File: src/rtl/mem_port_arbiter.sv
// Two-port arbiter for the shared Data_Memory line port.
// Port 0 is the instruction-fetch line buffer, port 1 the L1 data cache
// miss/write-back engine. One whole transaction is granted at a time with
// round-robin tie-breaking. A watchdog aborts transactions that never see
// an ack.
`timescale 1ns/1ps

module mem_port_arbiter #(
    parameter int unsigned ADDR_W  = 32,
    parameter int unsigned DATA_W  = 256,
    parameter int unsigned TIMEOUT = 64
) (
    input  logic              clk_i,
    input  logic              rst_i,
    input  logic              m0_enable_i,
    input  logic              m0_write_i,
    input  logic [ADDR_W-1:0] m0_addr_i,
    input  logic [DATA_W-1:0] m0_data_i,
    output logic              m0_ack_o,
    output logic [DATA_W-1:0] m0_data_o,
    input  logic              m1_enable_i,
    input  logic              m1_write_i,
    input  logic [ADDR_W-1:0] m1_addr_i,
    input  logic [DATA_W-1:0] m1_data_i,
    output logic              m1_ack_o,
    output logic [DATA_W-1:0] m1_data_o,
    output logic              mem_enable_o,
    output logic              mem_write_o,
    output logic [ADDR_W-1:0] mem_addr_o,
    output logic [DATA_W-1:0] mem_data_o,
    input  logic              mem_ack_i,
    input  logic [DATA_W-1:0] mem_data_i,
    output logic              grant_o,
    output logic              busy_o,
    output logic              timeout_o
);

    // The watchdog counter only has to reach TIMEOUT-1. Abort happens on the
    // edge that ends the TIMEOUT-th BUSY cycle.
    localparam int unsigned CNT_W = (TIMEOUT > 32'd1) ? $clog2(TIMEOUT) : 1;
    localparam logic [CNT_W-1:0] WD_LAST =
        (TIMEOUT > 32'd0) ? CNT_W'(TIMEOUT - 32'd1) : {CNT_W{1'b0}};

    typedef enum logic [1:0] {
        ST_IDLE = 2'd0,
        ST_BUSY = 2'd1,
        ST_RESP = 2'd2
    } state_t;

    state_t           state_r;
    logic             last_grant_r;
    logic [CNT_W-1:0] wd_cnt_r;

    logic req_any_s;
    logic pick_s;
    logic wd_hit_s;

    // Arbitration choice and watchdog expiry, evaluated every cycle.
    always_comb begin
        req_any_s = m0_enable_i | m1_enable_i;
        pick_s    = 1'b0;
        wd_hit_s  = 1'b0;
        if (m0_enable_i && m1_enable_i) begin
            pick_s = ~last_grant_r;
        end else begin
            pick_s = m1_enable_i;
        end
        if (TIMEOUT != 32'd0) begin
            wd_hit_s = (wd_cnt_r == WD_LAST);
        end else begin
            wd_hit_s = 1'b0;
        end
    end

    // Transaction FSM. All outputs are registered here.
    always_ff @(posedge clk_i) begin
        if (rst_i) begin
            state_r      <= ST_IDLE;
            last_grant_r <= 1'b1;
            wd_cnt_r     <= {CNT_W{1'b0}};
            grant_o      <= 1'b0;
            busy_o       <= 1'b0;
            timeout_o    <= 1'b0;
            mem_enable_o <= 1'b0;
            mem_write_o  <= 1'b0;
            mem_addr_o   <= {ADDR_W{1'b0}};
            mem_data_o   <= {DATA_W{1'b0}};
            m0_ack_o     <= 1'b0;
            m1_ack_o     <= 1'b0;
            m0_data_o    <= {DATA_W{1'b0}};
            m1_data_o    <= {DATA_W{1'b0}};
        end else begin
            case (state_r)
                ST_IDLE: begin
                    if (req_any_s) begin
                        state_r      <= ST_BUSY;
                        grant_o      <= pick_s;
                        last_grant_r <= pick_s;
                        busy_o       <= 1'b1;
                        wd_cnt_r     <= {CNT_W{1'b0}};
                        mem_enable_o <= 1'b1;
                        mem_write_o  <= pick_s ? m1_write_i : m0_write_i;
                        mem_addr_o   <= pick_s ? m1_addr_i  : m0_addr_i;
                        mem_data_o   <= pick_s ? m1_data_i  : m0_data_i;
                    end else begin
                        state_r <= ST_IDLE;
                    end
                end
                ST_BUSY: begin
                    // Requester inputs are not looked at here, so a dropped
                    // enable cannot cancel a transaction already on the bus.
                    if (mem_ack_i) begin
                        state_r      <= ST_RESP;
                        mem_enable_o <= 1'b0;
                        mem_write_o  <= 1'b0;
                        if (grant_o) begin
                            m1_ack_o  <= 1'b1;
                            m1_data_o <= mem_data_i;
                        end else begin
                            m0_ack_o  <= 1'b1;
                            m0_data_o <= mem_data_i;
                        end
                    end else if (wd_hit_s) begin
                        state_r      <= ST_RESP;
                        mem_enable_o <= 1'b0;
                        mem_write_o  <= 1'b0;
                        timeout_o    <= 1'b1;
                        if (grant_o) begin
                            m1_ack_o  <= 1'b1;
                            m1_data_o <= {DATA_W{1'b0}};
                        end else begin
                            m0_ack_o  <= 1'b1;
                            m0_data_o <= {DATA_W{1'b0}};
                        end
                    end else begin
                        wd_cnt_r <= wd_cnt_r + CNT_W'(1'b1);
                    end
                end
                ST_RESP: begin
                    // The requester still holds its enable in this cycle, so
                    // no arbitration happens until IDLE.
                    state_r   <= ST_IDLE;
                    busy_o    <= 1'b0;
                    timeout_o <= 1'b0;
                    m0_ack_o  <= 1'b0;
                    m1_ack_o  <= 1'b0;
                end
                default: begin
                    state_r      <= ST_IDLE;
                    busy_o       <= 1'b0;
                    timeout_o    <= 1'b0;
                    mem_enable_o <= 1'b0;
                    mem_write_o  <= 1'b0;
                    m0_ack_o     <= 1'b0;
                    m1_ack_o     <= 1'b0;
                end
            endcase
        end
    end

endmodule

File: config.mk
export PLATFORM = sky130hd
export DESIGN_NAME = mem_port_arbiter
export DESIGN_NICKNAME = d
export VERILOG_FILES = /design/src/rtl/mem_port_arbiter.sv
export SDC_FILE = /design/constraint.sdc
export NUM_CORES = 2
export LEC_CHECK = 0
export CAP_MARGIN = 30
export CORE_AREA = 2 2 641 643
export CTS_CLUSTER_DIAMETER = 120
export CTS_CLUSTER_SIZE = 8
export DETAILED_ROUTE_END_ITERATION = 10
export DIE_AREA = 0 0 643 645
export DONT_BUFFER_PORTS = 1
export PLACE_DENSITY = 0.3
export SYNTH_ARGS = -nofsm -noshare
export SYNTH_HDL_FRONTEND = slang
export SYNTH_SLANG_ARGS = --single-unit
File: constraint.sdc
create_clock -name clk_i -period 5.3 [get_ports clk_i]
set_clock_uncertainty 0.05 [all_clocks]
set_input_delay 1.06 -clock clk_i [delete_from_list [all_inputs] [get_ports clk_i]]
set_output_delay 1.06 -clock clk_i [all_outputs]
set_load 0.005 [all_outputs]
* Word-level counts from Yosys, hierarchy flattened
Index checks and enable logic that the tools add are counted.
Operators by class: $add $sub $neg 1, eq/ne operators 8, muxes and demuxes 38, bitwise operators 6, reduce and logical (&&, ||, !) cells 12
Operator list (number):
- $mux W256 | 9
- $mux W32 | 1
- $mux W6 | 3
- $mux W1 | 15
- $pmux W6 S2 | 1
- $reduce_and A3 Y1 | 4
- $ne A2 B2 Y1 const B | 4
- $pmux W1 S2 | 4
- $add A6 B1 Y6 const B | 1
- $eq A6 B6 Y1 const B | 1
- $pmux W1 S3 | 2
- $reduce_and A2 Y1 | 3
- $not A1 Y1 | 5
- $mux W2 | 2
- $pmux W2 S2 | 1
- $reduce_and A4 Y1 | 1
- $reduce_bool A2 Y1 | 2
- $ne A3 B3 Y1 const B | 1
- $eq A2 B1 Y1 const B | 1
- $eq A2 B2 Y1 const B | 1
- $logic_not A2 Y1 | 1
- $logic_and A1 B1 Y1 | 1
- $or A1 B1 Y1 | 1
Word-level totals: bits in registers 816, bits of input ports 839, output and inout bits 807, logic and storage cells 79

* Logic depth before layout (Yosys ltp)
depth after elaboration 5, depth in mapped cells 7, gate-level depth less buffers 5

* Worst setup path after synthesis
No wires, ideal clock.
path kind in2reg, start point input port rst_i, end point register m0_data_o[100], setup time 0.132 ns, arrival time 2.137 ns, required time 5.118 ns, setup slack 2.981 ns, stages on the path 5, buffers on the path 4, cells stage by stage clkbuf_1 -> clkbuf_1 -> clkbuf_1 -> clkbuf_1 -> a21oi_1
RTL lines:
- from (decl) | line 14 | input logic rst_i,
- to (signal assigned) | line 90 | m0_data_o <= {DATA_W{1'b0}};
- to (signal assigned) | line 121 | m0_data_o <= mem_data_i;
- to (signal assigned) | line 133 | m0_data_o <= {DATA_W{1'b0}};
- to (decl) | line 20 | output logic [DATA_W-1:0] m0_data_o,
No word-level cell between the ends.

* Worst setup path after layout
start point input port mem_ack_i, end point register m0_data_o[104]
Between the ends: longest elaborated chain between the ends 2, elaborated cells between the ends (all ways) 3, classes of those cells 1 x mux; 2 x reduce/logical
Ends and longest elaborated chain:
- from (decl) | line 31 | input logic mem_ack_i,
- $reduce_bool A2 Y1 (no line)
- $reduce_and A3 Y1 (no line)
Several ways; a longest one is shown, not always the timed one. A chain may end at the register's enable or synchronous reset.

==> flow_metrics.tcl <==
set metrics [dict create \
    yosys.area.top_type "dfxtp_1" \
    finalWorstSetupSlack_ns 1.405 \
    synth_common_cells "1094 x nand2_1, 816 x dfxtp_1, 521 x nand3_1" \
    outcome "completed" \
    path_max_fanout 218 \
    finalMaxSlewViolations 0 \
    slew_headroom 0.1050 \
    wirelength_mm 261.4 \
    avgSynthCellArea_um2 7.901 \
    detail-route-antenna-nets 0 \
    clock_latency_ns 0.88 \
    cts_tree "done" \
    fmax_ghz 0.2567 \
    hp-class "primary input to register" \
    top_layer "met5" \
    antenna_found_initial 103 \
    core_mm2 0.4081 \
    start_util 0.07674 \
    wl_met3_mm 26.37 \
    synth_edf_count 0 \
    finalCritPeriodShare 0.7350 \
    post-cts-setup-buffer-count 0 \
    chipHeight_um 645 \
    crit_path_top_delay_cell "a32o_4" \
    synth-seq-area-share 0.5216 \
    fin_util 0.09997 \
    crit_chain "buf_16, buf_16, a32o_4, buf_12, nand3_1, a21oi_1" \
    cp_top_family "buffers and inverters" \
    finalSetupViolCount 0 \
    synth-main-ff-cell "dfxtp_1" \
    first_global_vias 28269 \
    ys_types 38 \
    slowest_delay_ns 0.65 \
    cp_num_buf_inv 3 \
    area_delta_synth_final_pct 30.27 \
    fin_area_mm2 0.04080 \
    place_congestion 0.9272 \
    avgViaCountPerCell 3.211 \
    yosys_warnings 0 \
    peakVddDrop_mv 0.2599 \
    cts_sinks 816 \
    drv_cap 0 \
    p_leak_uw 0.01214 \
    cts_hold_buffers 0 \
    drt_iter0_markers 2530 \
    crit_path_end_kind "register" \
    cts_root_buffer "clkbuf_16" \
    die_area_mm2 0.4147 \
    fillerInstances 47764 \
    vias 29765 \
    rsz0062_at_grt "false" \
    portBuffers 0 \
    yosysMostFrequentCell "nand2_1" \
    synth_nets 4804 \
    dieWidth_um 643 \
    cts_buffer_depth 4 \
    cts.repair.resized 0 \
    rows 235 \
    dpl_cell_area_mm2 0.03730 \
    grt_first_pass_wirelength_mm 326.0 \
    final_nets 4608 \
    synthTopCellsByArea "dfxtp_1 52%, nand2_1 13%, nand3_1 8.3%, a21oi_1 8.3%, a311oi_1 8.1%" \
    crit_path_frequent_cell "buf_16" \
    htree_levels 3 \
    wl_per_cell_um 28.20 \
    io_pins 1646 \
    async_flop_share 0 \
    crit_path_start_kind "primary input" \
    critPathKind "primary input to register" \
    netlist_area_mm2 0.03132 \
    first_pass_iters 8 \
    worst_pin_slew_ns 1.343 \
    m1WireLength_mm 88.97 \
    pre_cts_ws_ns 1.446 \
    track_usage 0.1193 \
    required_ns 6.02 \
    p_per_area_mw_per_mm2 387.2 \
    cts_buffers 121 \
    grt_remaining_overflow 0 \
    wl_met2_mm 136.9 \
    synth_top_area_share 0.5216 \
    grt_max_degree 819 \
    ys_ff_latch 816 \
    hold_viol 0 \
    arrival_ns 4.62 \
    cts.clk_slew.worst_paths_ns 0.05 \
    fin_setup_tns_ns 0 \
    fin_crit_ns 3.895 \
    dp_hpwl_mm 211.4 \
    syn-instance-count 3964 \
    drcViolationCount 0 \
    drive_gt1_frac 0.05630 \
]
## stage by stage
step / cells / hold WS (ns) / power, uW
floorplan: 3964 / 0.4027 / 7746
global placement: 9084 / 0.4122 / 8575
detailed placement: 9090 / 0.4182 / 8612
CTS: 9228 / 0.1597 / 16040
global route: 9257 / 0.2098 / 16510
finish: 9270 / 0.2840 / 15800
## worst reg2reg max path: stages, from the launching register on
cell and delay (ns):
dfxtp_1 0.45, nor2b_2 0.68, a32o_4 0.59, buf_12 0.42
nand3_1 0.53, a21oi_1 0.20
## layout make-up
type | count | area, um^2 | share of cell area
multi-input combinational | 2757 | 13330 | 0.3266
clock inverter | 13 | 187.7 | 0.004600
inverter | 2 | 7.507 | 0.0001840
clock buffer | 125 | 3053 | 0.07483
sequential | 816 | 16340 | 0.4004
timing repair buffer | 70 | 979.7 | 0.02401
antenna | 36 | 90.09 | 0.002208
tap | 5451 | 6820 | 0.1672
## state kept, by name (all words and copies together) (netlist names)
| signal | flops |
|---|---|
| m1_ack_o | 1 |
| mem_addr_o | 32 |
| m1_data_o | 256 |
| m0_ack_o | 1 |
| mem_enable_o | 1 |
| mem_data_o | 256 |
| last_grant_r | 1 |
| grant_o | 1 |
| m0_data_o | 256 |
| mem_write_o | 1 |
| state_r | 2 |
| wd_cnt_r | 6 |
| busy_o | 1 |
| timeout_o | 1 |
## worst paths after layout
check                 start  cells after the start  slack [ns]             end
min           m1_addr_i[10]                      2        0.28  mem_addr_o[10]
min reg2reg  m1_data_o[181]                      2        0.42  m1_data_o[181]
max reg2reg      state_r[0]                      5        2.35  m0_data_o[104]
max               mem_ack_i                      6        1.40  m0_data_o[104]
## routing by layer
layer / global-route usage / vias up
met5: 0 / -
met4: 0.03851 / 68
met3: 0.05216 / 363
met2: 0.2213 / 1407
met1: 0.1182 / 14688
li1: - / 13239
## layout by cell type (no fill, tap or decap), types with 3 or more instances in the layout
master,count
a21oi_1,519
clkbuf_1,3
nor3_1,3
buf_12,19
clkbuf_16,121
clkinv_4,4
buf_4,39
buf_16,11
nand2_1,1093
dfxtp_1,816
nor2_1,293
diode_2,36
nand3_1,521
a311oi_1,288
a31oi_1,5
## power by group
group / switching (uW) / internal [uW]
sequential: 637 / 6480
combinational: 1050 / 413
clock: 3100 / 4120
total: 4790 / 11000
## kinds of logic after synthesis
family          synth area share
fa+ha+maj              0.0003994
compound gates            0.1694
flops                     0.5216
simple gates              0.2534
mux                    0.0003196
buf+inv                  0.05493
No activity file was read; power rests on OpenSTA's default activity.
